File: config.mk
export PLATFORM = sky130hd
export DESIGN_NAME = double_dabble_seq
export DESIGN_NICKNAME = d
export VERILOG_FILES = /design/src/rtl/double_dabble_pkg.sv /design/src/rtl/corretor_digito_bcd.sv /design/src/rtl/double_dabble_seq.sv
export SDC_FILE = /design/constraint.sdc
export NUM_CORES = 1
export LEC_CHECK = 0
export BUFFER_PORTS_ARGS = -buffer_cell sky130_fd_sc_hd__buf_4
export CAP_MARGIN = 20
export CORE_MARGIN = 5
export CORE_UTILIZATION = 40
export CTS_CLUSTER_DIAMETER = 30
export DETAILED_ROUTE_END_ITERATION = 7
export PLACE_DENSITY_LB_ADDON = 0.15
export SETUP_SLACK_MARGIN = 0.2
export SYNTH_ARGS = -nofsm -noshare
export SYNTH_HDL_FRONTEND = slang
export SYNTH_SLANG_ARGS = --single-unit
export TNS_END_PERCENT = 10
File: constraint.sdc
create_clock -name Clock -period 3.04 [get_ports Clock]
set_input_delay 0.608 -clock Clock [delete_from_list [all_inputs] [get_ports Clock]]
set_output_delay 0.608 -clock Clock [all_outputs]
set_load 0.02 [all_outputs]
File: src/rtl/double_dabble_pkg.sv
// rtl/double_dabble_pkg.sv - shared states, BCD constants and counter sizing for double_dabble_seq
package double_dabble_pkg;

  typedef enum logic [1:0] {
    OCIOSO,
    DESLOCA,
    PRONTO
  } estado_t;

  localparam logic [3:0] LIMIAR_BCD = 4'd5;
  localparam logic [3:0] AJUSTE_BCD = 4'd3;
  localparam logic [3:0] DIGITO_MAX = 4'd9;

  // Counter must hold the value LARGURA itself, not just LARGURA-1.
  function automatic int largura_contador(input int largura);
    return (largura < 1) ? 1 : $clog2(largura + 1);
  endfunction

endpackage

File: src/rtl/corretor_digito_bcd.sv
// rtl/corretor_digito_bcd.sv - one BCD digit pre-shift correction (add 3 when >= 5)
module corretor_digito_bcd
  import double_dabble_pkg::*;
(
  input  logic [3:0] digito,
  output logic [3:0] corrigido
);

  assign corrigido = (digito >= LIMIAR_BCD) ? digito + AJUSTE_BCD : digito;

endmodule

File: src/rtl/double_dabble_seq.sv
// rtl/double_dabble_seq.sv - bit-serial binary-to-BCD converter; DOUBLE_DABBLE_APAGAR_EN adds Apagar
module double_dabble_seq
  import double_dabble_pkg::*;
#(
  parameter int LARGURA = 7,
  parameter int DIGITOS = 3
) (
  input  logic                   Clock,
  input  logic                   Reset_n,
  input  logic                   In_valid,
  output logic                   In_ready,
  input  logic [LARGURA-1:0]     Binario,
  output logic                   Out_valid,
  input  logic                   Out_ready,
  output logic [4*DIGITOS-1:0]   Bcd,
  output logic                   Overflow
`ifdef DOUBLE_DABBLE_APAGAR_EN
  ,
  output logic [DIGITOS-1:0]     Apagar
`endif
);

  localparam int CW = largura_contador(LARGURA);
  localparam logic [CW-1:0] CARGA = CW'(LARGURA);
  localparam logic [4*DIGITOS-1:0] NOVES = {DIGITOS{DIGITO_MAX}};

  estado_t estado, proximo;

  logic [LARGURA-1:0]   deslocador, deslocador_prox;
  logic [4*DIGITOS-1:0] digitos, ajustados, digitos_prox;
  logic [CW-1:0]        contador;
  logic                 estouro, bit_saida, digito_invalido, saturar;
  logic                 ultimo;

  for (genvar g = 0; g < DIGITOS; g++) begin : g_corretor
    corretor_digito_bcd u_corretor (
      .digito    (digitos[4*g +: 4]),
      .corrigido (ajustados[4*g +: 4])
    );
  end

  assign {bit_saida, digitos_prox, deslocador_prox} = {ajustados, deslocador, 1'b0};
  assign ultimo = (contador == CW'(1));

  always_comb begin
    digito_invalido = 1'b0;
    for (int i = 0; i < DIGITOS; i++) begin
      if (digitos_prox[4*i +: 4] > DIGITO_MAX) digito_invalido = 1'b1;
    end
  end

  assign saturar = estouro | bit_saida | digito_invalido;

  always_ff @(posedge Clock) begin
    if (!Reset_n) estado <= OCIOSO;
    else          estado <= proximo;
  end

  always_comb begin
    proximo   = estado;
    In_ready  = 1'b0;
    Out_valid = 1'b0;
    case (estado)
      OCIOSO: begin
        In_ready = 1'b1;
        if (In_valid) proximo = DESLOCA;
      end
      DESLOCA: begin
        if (ultimo) proximo = PRONTO;
      end
      PRONTO: begin
        Out_valid = 1'b1;
        if (Out_ready) proximo = OCIOSO;
      end
      default: proximo = OCIOSO;
    endcase
  end

  always_ff @(posedge Clock) begin
    if (!Reset_n) begin
      deslocador <= '0;
      digitos    <= '0;
      contador   <= '0;
      estouro    <= 1'b0;
      Bcd        <= '0;
      Overflow   <= 1'b0;
    end else begin
      case (estado)
        OCIOSO: begin
          if (In_valid) begin
            deslocador <= Binario;
            digitos    <= '0;
            estouro    <= 1'b0;
            contador   <= CARGA;
          end
        end
        DESLOCA: begin
          deslocador <= deslocador_prox;
          digitos    <= digitos_prox;
          estouro    <= estouro | bit_saida;
          contador   <= contador - CW'(1);
          // Published result only changes on the final shift.
          if (ultimo) begin
            Bcd      <= saturar ? NOVES : digitos_prox;
            Overflow <= saturar;
          end
        end
        default: ;
      endcase
    end
  end

`ifdef DOUBLE_DABBLE_APAGAR_EN
  logic [DIGITOS-1:0] apagar_prox;
  logic               zeros_acima;

  always_comb begin
    apagar_prox = '0;
    zeros_acima = 1'b1;
    for (int i = DIGITOS - 1; i >= 1; i--) begin
      zeros_acima    = zeros_acima & (digitos_prox[4*i +: 4] == 4'd0);
      apagar_prox[i] = zeros_acima & ~saturar;
    end
  end

  always_ff @(posedge Clock) begin
    if (!Reset_n)                      Apagar <= '0;
    else if (estado == DESLOCA && ultimo) Apagar <= apagar_prox;
  end
`endif

endmodule

---- Word-level counts from Yosys, hierarchy flattened ----
Index checks and enable logic that the tools add are counted.
word-level totals
  ROM bits ................................ 0
  bits in latches ......................... 0
  bits of input ports ..................... 11
  memory bits (writable) .................. 0
  logic and storage cells ................. 51
  memories kept ........................... 0
  register bits ........................... 38
operators by class
  equal/unequal tests ..................... 6
  muxes and demuxes ....................... 21
  multiply operators ...................... 0
  $add $sub $neg .......................... 4
  reductions and logical operators ........ 5
  bitwise logic cells ..................... 2
  shift operators ......................... 0
  order comparisons ....................... 6
  divide/modulo/power cells ............... 0
operators by type and width
  kind                   number
  $mux W12               2
  $pmux W12 S2           1
  $pmux W7 S2            1
  $add A4 B2 Y4 const B  3
  $ge A4 B3 Y1 const B   3
  $gt A4 B4 Y1 const B   3
  $mux W4                3
  $mux W7                1
  $mux W1                6
  $mux W2                3
  $ne A2 B2 Y1 const B   3
  $pmux W2 S3            1
  $pmux W3 S2            1
  $reduce_and A2 Y1      2
  $eq A3 B1 Y1 const B   1
  $mux W3                1
  $reduce_and A3 Y1      1
  $sub A3 B1 Y3 const B  1
  $eq A2 B1 Y1 const B   1
  $eq A2 B2 Y1 const B   1
  $logic_not A2 Y1       1
  $or A1 B1 Y1           2
  $pmux W1 S2            1
  $reduce_bool A2 Y1     1

---- Longest topological paths before layout ----
  word-level depth ........................ 8
  gate-level depth with buffers ........... 7
  depth with buffers taken out ............ 7

---- By module ----
Synthesis repeated with hierarchy kept, for this count alone.
second synthesis, totals
  cells, all modules ...................... 221
  area, all modules ....................... 1841.8 um2
by module, submodules not included
  module               cells each  area each (um2)  instances
  double_dabble_seq    173         1537.7           1
  corretor_digito_bcd  16          101.3            3

---- Worst setup path after synthesis ----
OpenSTA, ideal clock, no wires.
  kind .................................... reg-to-reg
  start point ............................. reg digitos[9]
  end point ............................... reg Bcd[0]
  data arrival time ....................... 1.667 ns
  clock period less this slack ............ 1.785 ns
  setup time .............................. 0.119 ns
  cell stages (with the launch flop) ...... 8
  setup slack ............................. 1.255 ns
  cells stage by stage .................... dfxtp_1 > inv_1 > ha_1 > nand2b_1 > a2111oi_0 > a311o_2 > nand4b_4 > o221a_1
between the ends
  cells in the longest elaborated chain, start to end .. 6
  elaborated cells on any way between the ends .. 8
ends and longest elaborated chain
  element                                               line                      text
  start: declaration                                    double_dabble_seq.sv:30   logic [4*DIGITOS-1:0] digitos, ajustados, digitos_prox;
  start signal: assignment                              double_dabble_seq.sv:99   digitos <= digitos_prox;
  $add A4 B2 Y4 / $ge A4 B3 Y1 (equally long branches)  corretor_digito_bcd.sv:9  assign corrigido = (digito >= LIMIAR_BCD) ? digito + AJUSTE_BCD : digito;
  $mux W4 *                                             corretor_digito_bcd.sv:9
  $gt A4 B4 Y1                                          double_dabble_seq.sv:48   if (digitos_prox[4*i +: 4] > DIGITO_MAX) digito_invalido = 1'b1;
  $mux W1                                               double_dabble_seq.sv:48
  $or A1 B1 Y1 *                                        double_dabble_seq.sv:52   assign saturar = estouro | bit_saida | digito_invalido;
  $mux W12 *                                            double_dabble_seq.sv:104  Bcd <= saturar ? NOVES : digitos_prox;
  end signal: assignment                                double_dabble_seq.sv:104
  end: declaration                                      double_dabble_seq.sv:15   output logic [4*DIGITOS-1:0] Bcd,
Mark *: on every way between the ends. The rest lies on a longest branch, timed or not.
A chain may end at the register's enable or synchronous reset.

---- Final worst setup path ----
  start point ............................. reg estado[0]
  end point ............................... reg Bcd[0]
between the ends
  cells in the longest elaborated chain, start to end .. 2
ends and longest elaborated chain
  element                             line                     text
  start: declaration                  double_dabble_seq.sv:27  estado_t estado, proximo;
  start signal: assignment            double_dabble_seq.sv:56  else estado <= proximo;
  $eq A2 B1 Y1                        double_dabble_seq.sv:88  case (estado)
  $reduce_and A2 Y1 (no source line)  n/a
Every way passes these cells.

==> impl_metrics.ini <==
[run_status]
outcome = finished, final reports clean

[global_routing]
busiest_layer = met2
overflow = 0
grt_use_met1_pct = 21.12
grt_use_met3_pct = 4.450
grt_pass1_wl_mm = 7.231
grt_max_degree = 29
use_met2_pct = 21.80
grt_pass1_vias = 1492
grt_usage_pct = 15.18
antenna_found_initial = 0

[yosys]
yosysSeqAreaShare_pct = 42.11
synth_cells = 212
synth_area_leader_cell = dfxtp_1
syn_area_per_cell_sq_um = 8.522
synth.distinct_cells = 39
syn_nets = 231
synth_top_area_share_pct = 42.11
synth_area_leaders = dfxtp_1 42%, a21oi_1 6.6%, ha_1 5.5%
ys_ff_latch = 38
synth_edf_count = 0
ys_async_sr_fraction_pct = 0
synth.cell_area_sq_um = 1807
synth_flop_cell = dfxtp_1
ys.warnings.count = 0
synth_common_cells = 38 x dfxtp_1, 24 x a21oi_1, 23 x nor2_1
yosys.cell_count.top_type = dfxtp_1

[critical_path]
crit_path_cell_trace = nand2b_4 -> nor3b_4 -> nand4b_2 -> nand4b_4 -> o221a_1
end_kind = flop
worstPathRequired_ns = 3.23
start_kind = flop
worstPathArrival_ns = 2.26
cp_slowest_cell = nor3b_4
worstPathMaxFanout = 15
critPathKind = reg -> reg
critPathMaxStageDelay_ns = 0.55

[finish]
syn_to_final_growth_pct = 17.24
nNetsFinal = 257
layout-drive-gt1-share_pct = 17.23
fin_area_sq_um = 2118
antenna_cells = 0
fillers = 443

[worst_hold_path]
hold_path.class = reg -> reg

[clocking]
cts_resized = 0
cts.sinks = 38
cts_tree = done
clk_pin_slew_ns = 0.08
ctsHtreeMaxLevel = 2
cts_buffers = 5
cts_hold_buf = 0
root_buffer = clkbuf_8
clock_path_buffers = 2
cts_setup_buffers = 0
clk_latency_ns = 0.29

[routing]
avgViaCountPerCell = 5.424
ant_nets = 0
vias = 1573
drt-initial-drc-count = 65
route.detailed.drc = 0
first_pass_iters = 4
detail_route.wl_per_cell_microns = 14.63
wl_mm = 4.242

[sta]
min_period_ns = 2.068
maxSlewViolCount = 0
rsz0062_at_grt = no
fmax_mhz = 483.7
period_share_pct = 68.01
clock_skew_ns = 0.008674
setup_viol = 0
hold_viol_final = 0
slew_headroom_pct = 46.24
finalSetupTns_ns = 0
worst_pin_slew_ns = 0.8034

[power]
power_leakage_nw = 0.8139
powerDensity_nw_per_um2 = 466.8
irDropWorstVdd_uv = 210.1

[flow_run]
cap_violations = 0

[placed_design]
hpwl_mm = 3.084
placed_area_sq_um = 2039
place.gp.congestion = 0.8176
portBuffers = 25

[floorplan]
design.core.area_sq_um = 4354
rows = 24
die_h_microns = 77.21
start_util_pct = 41.49
fp.dieArea_sq_um = 5961
ioPinCount = 26
die_x_microns = 77.21
-- registers in the layout, indices dropped and copies added, names as in the netlist --
name / cells
digitos: 12
estouro: 1
deslocador: 7
estado: 2
contador: 3
Bcd: 12
Overflow: 1
-- cell type report --
type | count | area [sq um] | share of cell area [%]
multi-input cells | 153 | 962.2 | 45.42
flip-flops and latches | 38 | 760.7 | 35.91
repair buffers | 27 | 202.7 | 9.569
clock buffers | 5 | 68.82 | 3.249
well taps | 52 | 65.06 | 3.071
inverters | 13 | 48.80 | 2.304
clock inverters | 2 | 10.01 | 0.4725
-- per-layer routing --
metal | vias to the layer above | part of all wire [%]
li1 | 810 | -
met1 | 728 | 48
met2 | 29 | 46
met3 | 6 | 5.1
met4 | 0 | 1.7
met5 | - | 0
-- layout by cell type (no fill, tap or decap), types with 2 or more instances in the layout --
master	Yosys	final
inv_1	11	11
dfxtp_1	38	38
o21ai_0	19	19
nor3b_1	5	5
mux2i_1	3	3
clkinv_2	0	2
a22oi_1	7	7
xnor2_1	3	3
ha_1	8	8
nand2b_1	3	3
a21oi_1	24	24
nor2_1	23	23
nand2_1	18	18
nor4_1	2	2
buf_4	1	27
a221oi_1	2	2
o22ai_1	15	15
and2_1	2	2
clkbuf_8	0	5
clkinv_1	2	2
-- logic make-up (layout without fill, tap and decap cells) --
| family | count (synthesis) | after routing | synth area share, % |
|---|---|---|---|
| xor gates and xnor gates | 3 | 3 | 1.455 |
| adders and majority gates | 8 | 8 | 5.540 |
| AOI/OAI and AO/OA | 75 | 75 | 24.65 |
| buffers and inverters | 21 | 47 | 4.640 |
| and+or+nand+nor | 64 | 64 | 19.94 |
| DFF | 38 | 38 | 42.11 |
| muxes | 3 | 3 | 1.662 |
-- stage by stage --
stage               utilization, %  worst slack (ns)  instances  power, mW  hold WS [ns]
finish                       48.65            0.9724        290     0.9888        0.4706
global placement             46.84             1.063        283     0.6729        0.4718
detailed placement           46.84            0.9528        283     0.6739        0.4606
floorplan                        -             1.255        212     0.6274        0.4532
CTS                          48.65            0.9587        290      1.003        0.4725
global route                 48.65            0.7647        290      1.047        0.5156
-- power by group --
group / total, mW / leakage, nW / switching, mW / internal (mW)
sequential: 0.537 / 0.309 / 0.0176 / 0.520
combinational: 0.123 / 0.461 / 0.0725 / 0.0508
clock: 0.328 / 0.0438 / 0.174 / 0.154
-- worst paths after layout --
check                                             from                  end  slack [ns]  cells past startpoint
worst max-delay path            estado[0]$_SDFFE_PN0P_  Bcd[0]$_SDFFE_PN0P_        0.97                      5
worst min-delay path               Bcd[1]$_SDFFE_PN0P_  Bcd[1]$_SDFFE_PN0P_        0.47                      2
worst max register to register  estado[0]$_SDFFE_PN0P_  Bcd[0]$_SDFFE_PN0P_        0.97                      5
worst min register to register     Bcd[1]$_SDFFE_PN0P_  Bcd[1]$_SDFFE_PN0P_        0.47                      2
-- critical path: cells and delay by family, from the launching register on --
kind             cells  cell delay, ns
AND/OR/NAND/NOR      4            1.16
flip-flops           1            0.54
AO/OA/AOI/OAI        1            0.27
Power figures use the tool's default switching activity.
